<file path="src/rtl/seg7_scan_controller_if.sv">
// ---------------------------------------------------------------------------
// seg7_scan_controller_if
//
// Processor data-bus slice seen by the seven-segment scanner. The CPU side
// (master) drives the address, store data and the load/store strobes. The
// scanner (slave) returns the combinational read-back word.
//
// Signals:
//   i_addr      [31:0]  bus byte address
//   i_WriteData [31:0]  store data
//   i_MemWrite          store strobe, sampled on the rising clock edge
//   i_MemRead           load strobe
//   o_ReadData  [31:0]  read-back data, 0 when the scanner is not selected
// ---------------------------------------------------------------------------
interface seg7_scan_controller_if;
   logic [31:0] i_addr;
   logic [31:0] i_WriteData;
   logic        i_MemWrite;
   logic        i_MemRead;
   logic [31:0] o_ReadData;

   modport master (
      output i_addr,
      output i_WriteData,
      output i_MemWrite,
      output i_MemRead,
      input  o_ReadData
   );

   modport slave (
      input  i_addr,
      input  i_WriteData,
      input  i_MemWrite,
      input  i_MemRead,
      output o_ReadData
   );
endinterface

</file>
<file path="src/rtl/seg7_scan_controller.sv">
// ---------------------------------------------------------------------------
// seg7_scan_controller
//
// Memory-mapped scanner for a 4-digit, common-anode seven-segment display.
// A single store to BASE_ADDR loads a 16-bit hex value, per-digit decimal
// points, an enable and a leading-zero-blanking flag. The block then lights
// one digit at a time, each for SCAN_DIV clock cycles, with registered pins.
//
// Parameters:
//   SCAN_DIV   clock cycles each digit stays lit (>= 1)
//   BASE_ADDR  byte address of the control/value register (word compare)
//
// Ports:
//   clk      system clock, rising edge
//   reset    synchronous, active-high reset
//   bus      data-bus slice (slave side): address, store data, strobes,
//            combinational read-back
//   o_an     digit anodes, active-low, bit n = digit n (digit 0 rightmost)
//   o_bcd7   segments, active-low, {dp,g,f,e,d,c,b,a}
//
// Register layout (store data / read-back):
//   [15:0] value   [19:16] dp_mask   [20] en   [21] lzb   [31:22] zero
// ---------------------------------------------------------------------------
module seg7_scan_controller #(
   parameter int          SCAN_DIV  = 100000,
   parameter logic [31:0] BASE_ADDR = 32'h4000_0018
) (
   input  logic                    clk,
   input  logic                    reset,
   seg7_scan_controller_if.slave   bus,
   output logic [3:0]              o_an,
   output logic [7:0]              o_bcd7
);

   localparam int                DIV_W    = (SCAN_DIV > 1) ? $clog2(SCAN_DIV) : 1;
   localparam logic [DIV_W-1:0]  DIV_LAST = DIV_W'(SCAN_DIV - 1);

   // Active-low {g,f,e,d,c,b,a} pattern for one hex nibble.
   function automatic logic [6:0] hex_to_seg(input logic [3:0] nib);
      logic [6:0] seg;
      case (nib)
         4'h0:    seg = 7'h40;
         4'h1:    seg = 7'h79;
         4'h2:    seg = 7'h24;
         4'h3:    seg = 7'h30;
         4'h4:    seg = 7'h19;
         4'h5:    seg = 7'h12;
         4'h6:    seg = 7'h02;
         4'h7:    seg = 7'h78;
         4'h8:    seg = 7'h00;
         4'h9:    seg = 7'h10;
         4'hA:    seg = 7'h08;
         4'hB:    seg = 7'h03;
         4'hC:    seg = 7'h46;
         4'hD:    seg = 7'h21;
         4'hE:    seg = 7'h06;
         default: seg = 7'h0E;
      endcase
      return seg;
   endfunction

   // ------------------------------------------------------------------
   // State
   // ------------------------------------------------------------------
   logic [15:0]      value_q,   value_d;
   logic [3:0]       dp_mask_q, dp_mask_d;
   logic             en_q,      en_d;
   logic             lzb_q,     lzb_d;
   logic [DIV_W-1:0] div_q,     div_d;
   logic [1:0]       idx_q,     idx_d;
   logic [3:0]       an_q,      an_d;
   logic [7:0]       bcd7_q,    bcd7_d;

   // ------------------------------------------------------------------
   // Bus decode
   // ------------------------------------------------------------------
   logic sel;
   logic wr_en;

   assign sel   = (bus.i_addr[31:2] == BASE_ADDR[31:2]);
   assign wr_en = bus.i_MemWrite && sel;

   assign bus.o_ReadData = (bus.i_MemRead && sel)
                         ? {10'b0, lzb_q, en_q, dp_mask_q, value_q}
                         : 32'h0;

   // Byte-lane bits of the address and the reserved store bits carry no meaning.
   logic unused_bits;
   assign unused_bits = ^{bus.i_addr[1:0], bus.i_WriteData[31:22]};

   // ------------------------------------------------------------------
   // Per-digit nibble and leading-zero blank flags
   // ------------------------------------------------------------------
   logic [3:0] digit_nib   [4];
   logic [3:0] digit_blank;

   generate
      for (genvar gi = 0; gi < 4; gi++) begin : g_digit
         assign digit_nib[gi] = value_q[4*gi +: 4];
         if (gi == 0) begin : g_rightmost
            // The rightmost digit always shows, so a zero value reads "0".
            assign digit_blank[gi] = 1'b0;
         end else begin : g_upper
            assign digit_blank[gi] = lzb_q && (value_q[15:4*gi] == '0);
         end
      end
   endgenerate

   // ------------------------------------------------------------------
   // Next-state logic
   // ------------------------------------------------------------------
   always_comb begin
      value_d   = value_q;
      dp_mask_d = dp_mask_q;
      en_d      = en_q;
      lzb_d     = lzb_q;
      div_d     = div_q;
      idx_d     = idx_q;
      an_d      = 4'hF;
      bcd7_d    = 8'hFF;

      if (wr_en) begin
         value_d   = bus.i_WriteData[15:0];
         dp_mask_d = bus.i_WriteData[19:16];
         en_d      = bus.i_WriteData[20];
         lzb_d     = bus.i_WriteData[21];
      end

      // The scan only runs while enabled before and after this edge. A
      // store that clears en zeroes the counters at once, and a store that
      // sets en leaves them at zero so digit 0 gets a full first period.
      // Re-writing en=1 while running keeps the scan position.
      if (!(en_q && en_d)) begin
         div_d = '0;
         idx_d = 2'd0;
      end else if (div_q == DIV_LAST) begin
         div_d = '0;
         idx_d = idx_q + 2'd1;
      end else begin
         div_d = div_q + DIV_W'(1);
      end

      // Pins are drawn from the register contents before this edge, hence
      // the one-edge lag between a store and the display.
      if (en_q && !digit_blank[idx_q]) begin
         an_d   = ~(4'b0001 << idx_q);
         bcd7_d = {~dp_mask_q[idx_q], hex_to_seg(digit_nib[idx_q])};
      end
   end

   // ------------------------------------------------------------------
   // Registers
   // ------------------------------------------------------------------
   always_ff @(posedge clk) begin
      if (reset) begin
         value_q   <= 16'h0;
         dp_mask_q <= 4'h0;
         en_q      <= 1'b0;
         lzb_q     <= 1'b0;
         div_q     <= '0;
         idx_q     <= 2'd0;
         an_q      <= 4'hF;
         bcd7_q    <= 8'hFF;
      end else begin
         value_q   <= value_d;
         dp_mask_q <= dp_mask_d;
         en_q      <= en_d;
         lzb_q     <= lzb_d;
         div_q     <= div_d;
         idx_q     <= idx_d;
         an_q      <= an_d;
         bcd7_q    <= bcd7_d;
      end
   end

   assign o_an   = an_q;
   assign o_bcd7 = bcd7_q;

endmodule

</file>
<file path="src/flat_wrapper.sv">
// flat-port wrapper written by rule: the top's interface ports become plain ports
module seg7_scan_controller_flat 
#(
   parameter int          SCAN_DIV  = 100000,
   parameter logic [31:0] BASE_ADDR = 32'h4000_0018
)
  (clk, reset, o_an, o_bcd7, bus_i_addr, bus_i_WriteData, bus_i_MemWrite, bus_i_MemRead, bus_o_ReadData);
  seg7_scan_controller_if bus_i ();
  input  logic clk;
  input  logic reset;
  output logic [3:0] o_an;
  output logic [7:0] o_bcd7;
  input wire logic [$bits(bus_i.i_addr)-1:0] bus_i_addr;
  input wire logic [$bits(bus_i.i_WriteData)-1:0] bus_i_WriteData;
  input wire logic [$bits(bus_i.i_MemWrite)-1:0] bus_i_MemWrite;
  input wire logic [$bits(bus_i.i_MemRead)-1:0] bus_i_MemRead;
  output wire logic [$bits(bus_i.o_ReadData)-1:0] bus_o_ReadData;
  assign bus_i.i_addr = bus_i_addr;
  assign bus_i.i_WriteData = bus_i_WriteData;
  assign bus_i.i_MemWrite = bus_i_MemWrite;
  assign bus_i.i_MemRead = bus_i_MemRead;
  assign bus_o_ReadData = bus_i.o_ReadData;
  seg7_scan_controller #(.SCAN_DIV(SCAN_DIV), .BASE_ADDR(BASE_ADDR)) u_core (.clk(clk), .reset(reset), .bus(bus_i), .o_an(o_an), .o_bcd7(o_bcd7));
endmodule
</file>
<file path="config.mk">
export PLATFORM = sky130hd
export DESIGN_NAME = seg7_scan_controller_flat
export DESIGN_NICKNAME = d
export VERILOG_FILES = /design/src/rtl/seg7_scan_controller_if.sv /design/src/rtl/seg7_scan_controller.sv /design/src/flat_wrapper.sv
export SDC_FILE = /design/constraint.sdc
export NUM_CORES = 1
export LEC_CHECK = 0
export ABC_AREA = 1
export CAP_MARGIN = 20
export CELL_PAD_IN_SITES_DETAIL_PLACEMENT = 1
export CELL_PAD_IN_SITES_GLOBAL_PLACEMENT = 1
export CORE_ASPECT_RATIO = 1.4
export CORE_MARGIN = 2
export CORE_UTILIZATION = 30
export DETAILED_ROUTE_END_ITERATION = 6
export HOLD_SLACK_MARGIN = 0.15
export PLACE_DENSITY_LB_ADDON = 0.1
export SYNTH_ARGS = -nofsm -noshare
export SYNTH_HDL_FRONTEND = slang
export SYNTH_SLANG_ARGS = --single-unit
</file>
<file path="constraint.sdc">
create_clock -name clk -period 2.3 [get_ports clk]
set_input_delay 0.23 -clock clk [delete_from_list [all_inputs] [get_ports clk]]
set_output_delay 0.23 -clock clk [all_outputs]
set_load 0.03 [all_outputs]
</file>
; ---- After elaboration in Yosys (flattened, before gate mapping)
; Memory sizes are Yosys's and may differ from the RTL's. A register that Yosys moved wholly into a read port is not among the register bits.
; Cells that the tools add are included.
[word_totals]
regBits = 53
word_cells = 44
input_bits = 68
mem_count = 1
romBits = 112
output_inout_bits = 44
[op_classes]
n_eq_ne = 2
bitwise = 5
muxes = 9
shifts = 1
order_cmp = 2
add_sub_neg = 2
reduce_logical = 14
[mem_list]
columns = name, depth, width, rd, rd_clocked_by_memory_dff, write_ports, line_no
row1 = (name not given), 16, 7, 1, 1, 0, seg7_scan_controller.sv:41  ; case (nib)
[ops]
columns = cell, n
row1 = $eq A30 B29 Y1 const B, 1
row2 = $mux W22, 1
row3 = $add A17 B1 Y17 const B, 1
row4 = $eq A17 B17 Y1 const B, 1
row5 = $logic_not A12 Y1, 1
row6 = $bmux W4 S2, 1
row7 = $logic_not A8 Y1, 1
row8 = $mux W4, 2
row9 = $logic_and A1 B1 Y1, 7
row10 = $bmux W1 S2, 2
row11 = $logic_not A4 Y1, 1
row12 = $not A4 Y4, 1
row13 = $reduce_or A2 Y1, 2
row14 = $shl A1 B2 Y4 const A, 1
row15 = $ge A3 B3 Y1 const B, 1
row16 = $lt A2 B3 Y1 const B, 1
row17 = $mux W1, 3
row18 = $not A1 Y1, 3
row19 = $not A2 Y3, 1
row20 = $reduce_or A3 Y1, 1
row21 = $add A2 B1 Y2 const B, 1
row22 = $logic_not A1 Y1, 1

; ---- Longest topological paths before layout
[depth]
depth_word = 8
depth_mapped = 12
mapped_depth_nobuf = 11

; ---- Least setup slack after synthesis
; Ideal clock, no wire load.
[synth_path]
path_type = register -> register
from = reg u_core.idx_q[0]
to = reg u_core.bcd7_q[0], in the netlist u_core.o_bcd7[0]
arrival_ns = 1.773
path_stages_with_launch = 9
required_ns = 2.178
setup_slack_ns = 0.405
synth_period_minus_slack_ns = 1.895
path_cell_list = dfxtp_1 buf_2 o21ai_0 o21ai_0 inv_1 ha_1 or2_2 nand3_1 nand3_1
[synth_via]
elab_chain_cells = 6
word_cells_on_any_way = 10
classes_between = mux: 5 / bitwise: 2 / reduce/logical: 3
[synth_lines]
columns = element, line_no
row1 = start: declaration, seg7_scan_controller.sv:70  ; logic [1:0] idx_q, idx_d;
row2 = start signal: assignment, seg7_scan_controller.sv:170  ; idx_q <= idx_d;
row3 = $bmux W1 S2, seg7_scan_controller.sv:145  ; if (en_q && !digit_blank[idx_q]) begin
row4 = $mux W1 (not written as such), seg7_scan_controller.sv:145
row5 = $logic_not A1 Y1, seg7_scan_controller.sv:145
row6 = $logic_and A1 B1 Y1, seg7_scan_controller.sv:145
row7 = $not A1 Y1 (no source line), --
row8 = $reduce_or A2 Y1 (no source line), --
row9 = end: declaration, seg7_scan_controller.sv:72  ; logic [7:0] bcd7_q, bcd7_d;
; Parallel ways exist; a longest one is shown, timed or not. The select of a mux whose other input is x is not followed.
; A chain may end at the register's enable or synchronous reset.

; ---- Worst setup path in the final report
[layout_path]
from = in bus_i_addr[9]
to = out bus_o_ReadData[20]
[layout_via]
elab_chain_cells = 3
[layout_lines]
columns = element, line_no
row1 = start: declaration, flat_wrapper.sv:13  ; input wire logic [$bits(bus_i.i_addr)-1:0] bus_i_addr;
row2 = $eq A30 B29 Y1, seg7_scan_controller.sv:80  ; assign sel = (bus.i_addr[31:2] == BASE_ADDR[31:2]);
row3 = $logic_and A1 B1 Y1, seg7_scan_controller.sv:83  ; assign bus.o_ReadData = (bus.i_MemRead && sel)
row4 = $mux W22, seg7_scan_controller.sv:84  ; ? {10'b0, lzb_q, en_q, dp_mask_q, value_q}
row5 = end: declaration, flat_wrapper.sv:17  ; output wire logic [$bits(bus_i.o_ReadData)-1:0] bus_o_ReadData;
; No other way between the ends.

==> impl_metrics.yaml <==
yosys:
  ys_top_cells_by_count: "nor2_1 (115), nand2_1 (107), dfxtp_1 (53), inv_1 (53), nand3_1 (26)"
  synth_area_leaders: "dfxtp_1 (37%), nor2_1 (15%), nand2_1 (14%)"
  synth.most_common_cell: "nor2_1"
  synth_cells: 446
  ys_seq_elements: 53
  yosysSeqAreaShare_pct: 36.5
  synth_area_per_cell_um2: 6.51
  synth_top_area_share_pct: 36.5
  synth_largest_area_cell: "dfxtp_1"
  async_flop_share_pct: 0
  synth_edf_count: 0
  yosysWarnings: 0
  netlist_area_um2: 2910
  yosysUniqueCellTypes: 25
  synthFlopType: "dfxtp_1"
min_path:
  min-delay-path-class: "register to register"
  hold_depth: 1
route:
  drt-vias-per-instance: 4.46
  num_vias: 2882
  postRouteAntennaNets: 0
  wl_mm: 8.13
  firstDrtPassIters: 4
  drtIter0Drc: 65
  drc: 0
  drt-wirelength-per-cell_um: 12.6
worst_setup_path:
  crit_fanout: 12
  crit_chain: "clkdlybuf4s50_1, or2_1, nor2_1, nand2_1, nor2_2, nand2_1, buf_4, nor2_1, buf_4"
  crit_path_end_kind: "primary output"
  required_ps: 2070
  worst-r2r-setup-slack_ps: 270
  crit_arrival_ps: 1880
  slowest_delay_ps: 400
  r2r_cells: 7
  start_kind: "primary input"
  critPathKind: "primary input to primary output"
  crit_slowest_cell: "clkdlybuf4s50_1"
place:
  io_buffers: 89
  post_dp_cell_area_um2: 3820
  hpwl_mm: 6.45
  gp_congestion: 0.856
finish:
  nets: 614
  area_growth_pct: 36.8
  utilization_pct: 42.0
  n_antenna_cell: 0
  fillers: 1234
  final_area_um2: 3970
  drive_gt1_share_pct: 8.58
pwr:
  p_leak_nw: 1.71
  max-vdd-ir-drop_v: 0.000315
  total_power_w: 0.00183
  power_density_nw_per_um2: 462
clock_network:
  cts_made_buffers: 5
  holdBufCountCts: 0
  numClockSinks: 53
  postCtsSetupRepairBufs: 0
  tritoncts: "yes"
  cts_buffer_depth: 2
  insertion_delay_ps: 290
  cts_root_buf: "clkbuf_16"
  cts_resized: 0
  htreeDepth: 2
  clk_pin_slew_ps: 70
floorplan:
  start_util_pct: 30.7
  design.core.area_um2: 9460
  die_h_um: 120
  die_x_um: 87.2
  ios: 112
  rows: 42
  die_area_um2: 10500
flow_run:
  max_cap_violations: 0
sta:
  slew-limit-headroom_pct: 44.9
  period_share_pct: 91.6
  fmax_ghz: 0.474
  finalSetupViolations: 0
  rsz0062_at_grt: "no"
  finalHoldViolCount: 0
  tightest_slew_ps: 823
  slew_viol_final: 0
  skew_ps: 6.58
  fin_crit_ps: 2110
  setup_tns_ps: 0
global_routing:
  antenna_found_initial: 0
  grt.total_usage_pct: 16.1
  grt_pass1_wl_mm: 13.6
  overflow: 0
  grt_max_degree: 35
  first_global_vias: 2994
run_status:
  status: "complete, no violations"
==> layout make-up <==
cell class                 instances  area [um^2]  share of cell area [%]
sequential                        53         1060                    26.7
timing repair buffer              98          916                    23.0
clock inverter                     2         13.8                   0.346
multi-input combinational        324         1510                    37.9
inverter                          53          199                    5.01
clock buffer                       6          139                    3.49
tap                              110          138                    3.46
==> path summary, 6_finish.rpt <==
kind	startpoint	to
setup reg to reg	u_core.idx_q[0]	u_core.o_bcd7[0]
hold / removal	u_core.div_q[0]	u_core.div_q[0]
hold reg to reg	u_core.div_q[0]	u_core.div_q[0]
setup / recovery	bus_i_addr[9]	bus_o_ReadData[20]
==> per-layer routing <==
| layer | up-vias | track usage [%] | share of wire (%) |
|---|---|---|---|
| li1 | 1507 | - | - |
| met1 | 1312 | 18.8 | 42 |
| met2 | 53 | 29.4 | 52 |
| met3 | 10 | 2.73 | 3.5 |
| met4 | 0 | 5.29 | 1.9 |
| met5 | - | 0 | 0 |
==> cells in the final DEF (no fill, tap or decap), types with 7 or more instances in the layout <==
cell | synthesis | routed
nand3_1 | 26 | 26
inv_1 | 53 | 53
clkdlybuf4s50_1 | 0 | 67
dfxtp_1 | 53 | 53
ha_1 | 11 | 11
nand2_1 | 107 | 107
o21ai_0 | 12 | 12
xor2_1 | 13 | 13
nor3_1 | 7 | 7
nor2_1 | 115 | 115
buf_4 | 11 | 30
conb_1 | 1 | 10
==> registers in the layout (all words and copies together), names as in the netlist <==
signal,count
u_core.en_q,1
u_core.div_q,17
u_core.o_an,4
u_core.dp_mask_q,4
u_core.value_q,16
u_core.idx_q,2
u_core.lzb_q,1
u_core.o_bcd7,8
==> report_power, final <==
part | switching (W) | total, W | internal (W)
combinational | 0.0000487 | 0.000135 | 0.0000867
clock | 0.000348 | 0.000782 | 0.000434
sequential | 0.000000000000244 | 0.000917 | 0.000917
==> kinds of logic after synthesis <==
logic type                 synth area share [%]
AOI/OAI and AO/OA                          3.70
xor gates and xnor gates                   4.52
adders and majority gates                  4.74
buffers and inverters                      12.7
DFF                                        36.5
other                                     0.129
and+or+nand+nor                            37.6
==> worst max-delay path: cells and delay by family <==
kind | cells | cell delay (ps)
simple gates | 6 | 860
buf+inv | 3 | 790
==> per-stage QoR <==
stage | hold slack, ps | worst slack [ps] | cells
6_report | 451 | 192 | 646
5_1_grt | 481 | 67.1 | 646
4_1_cts | 457 | 187 | 646
3_5_place_dp | 440 | 200 | 638
3_3_place_gp | 426 | 201 | 638
2_1_floorplan | 365 | 405 | 455
Note: power is estimated with default switching activity, not from simulation.
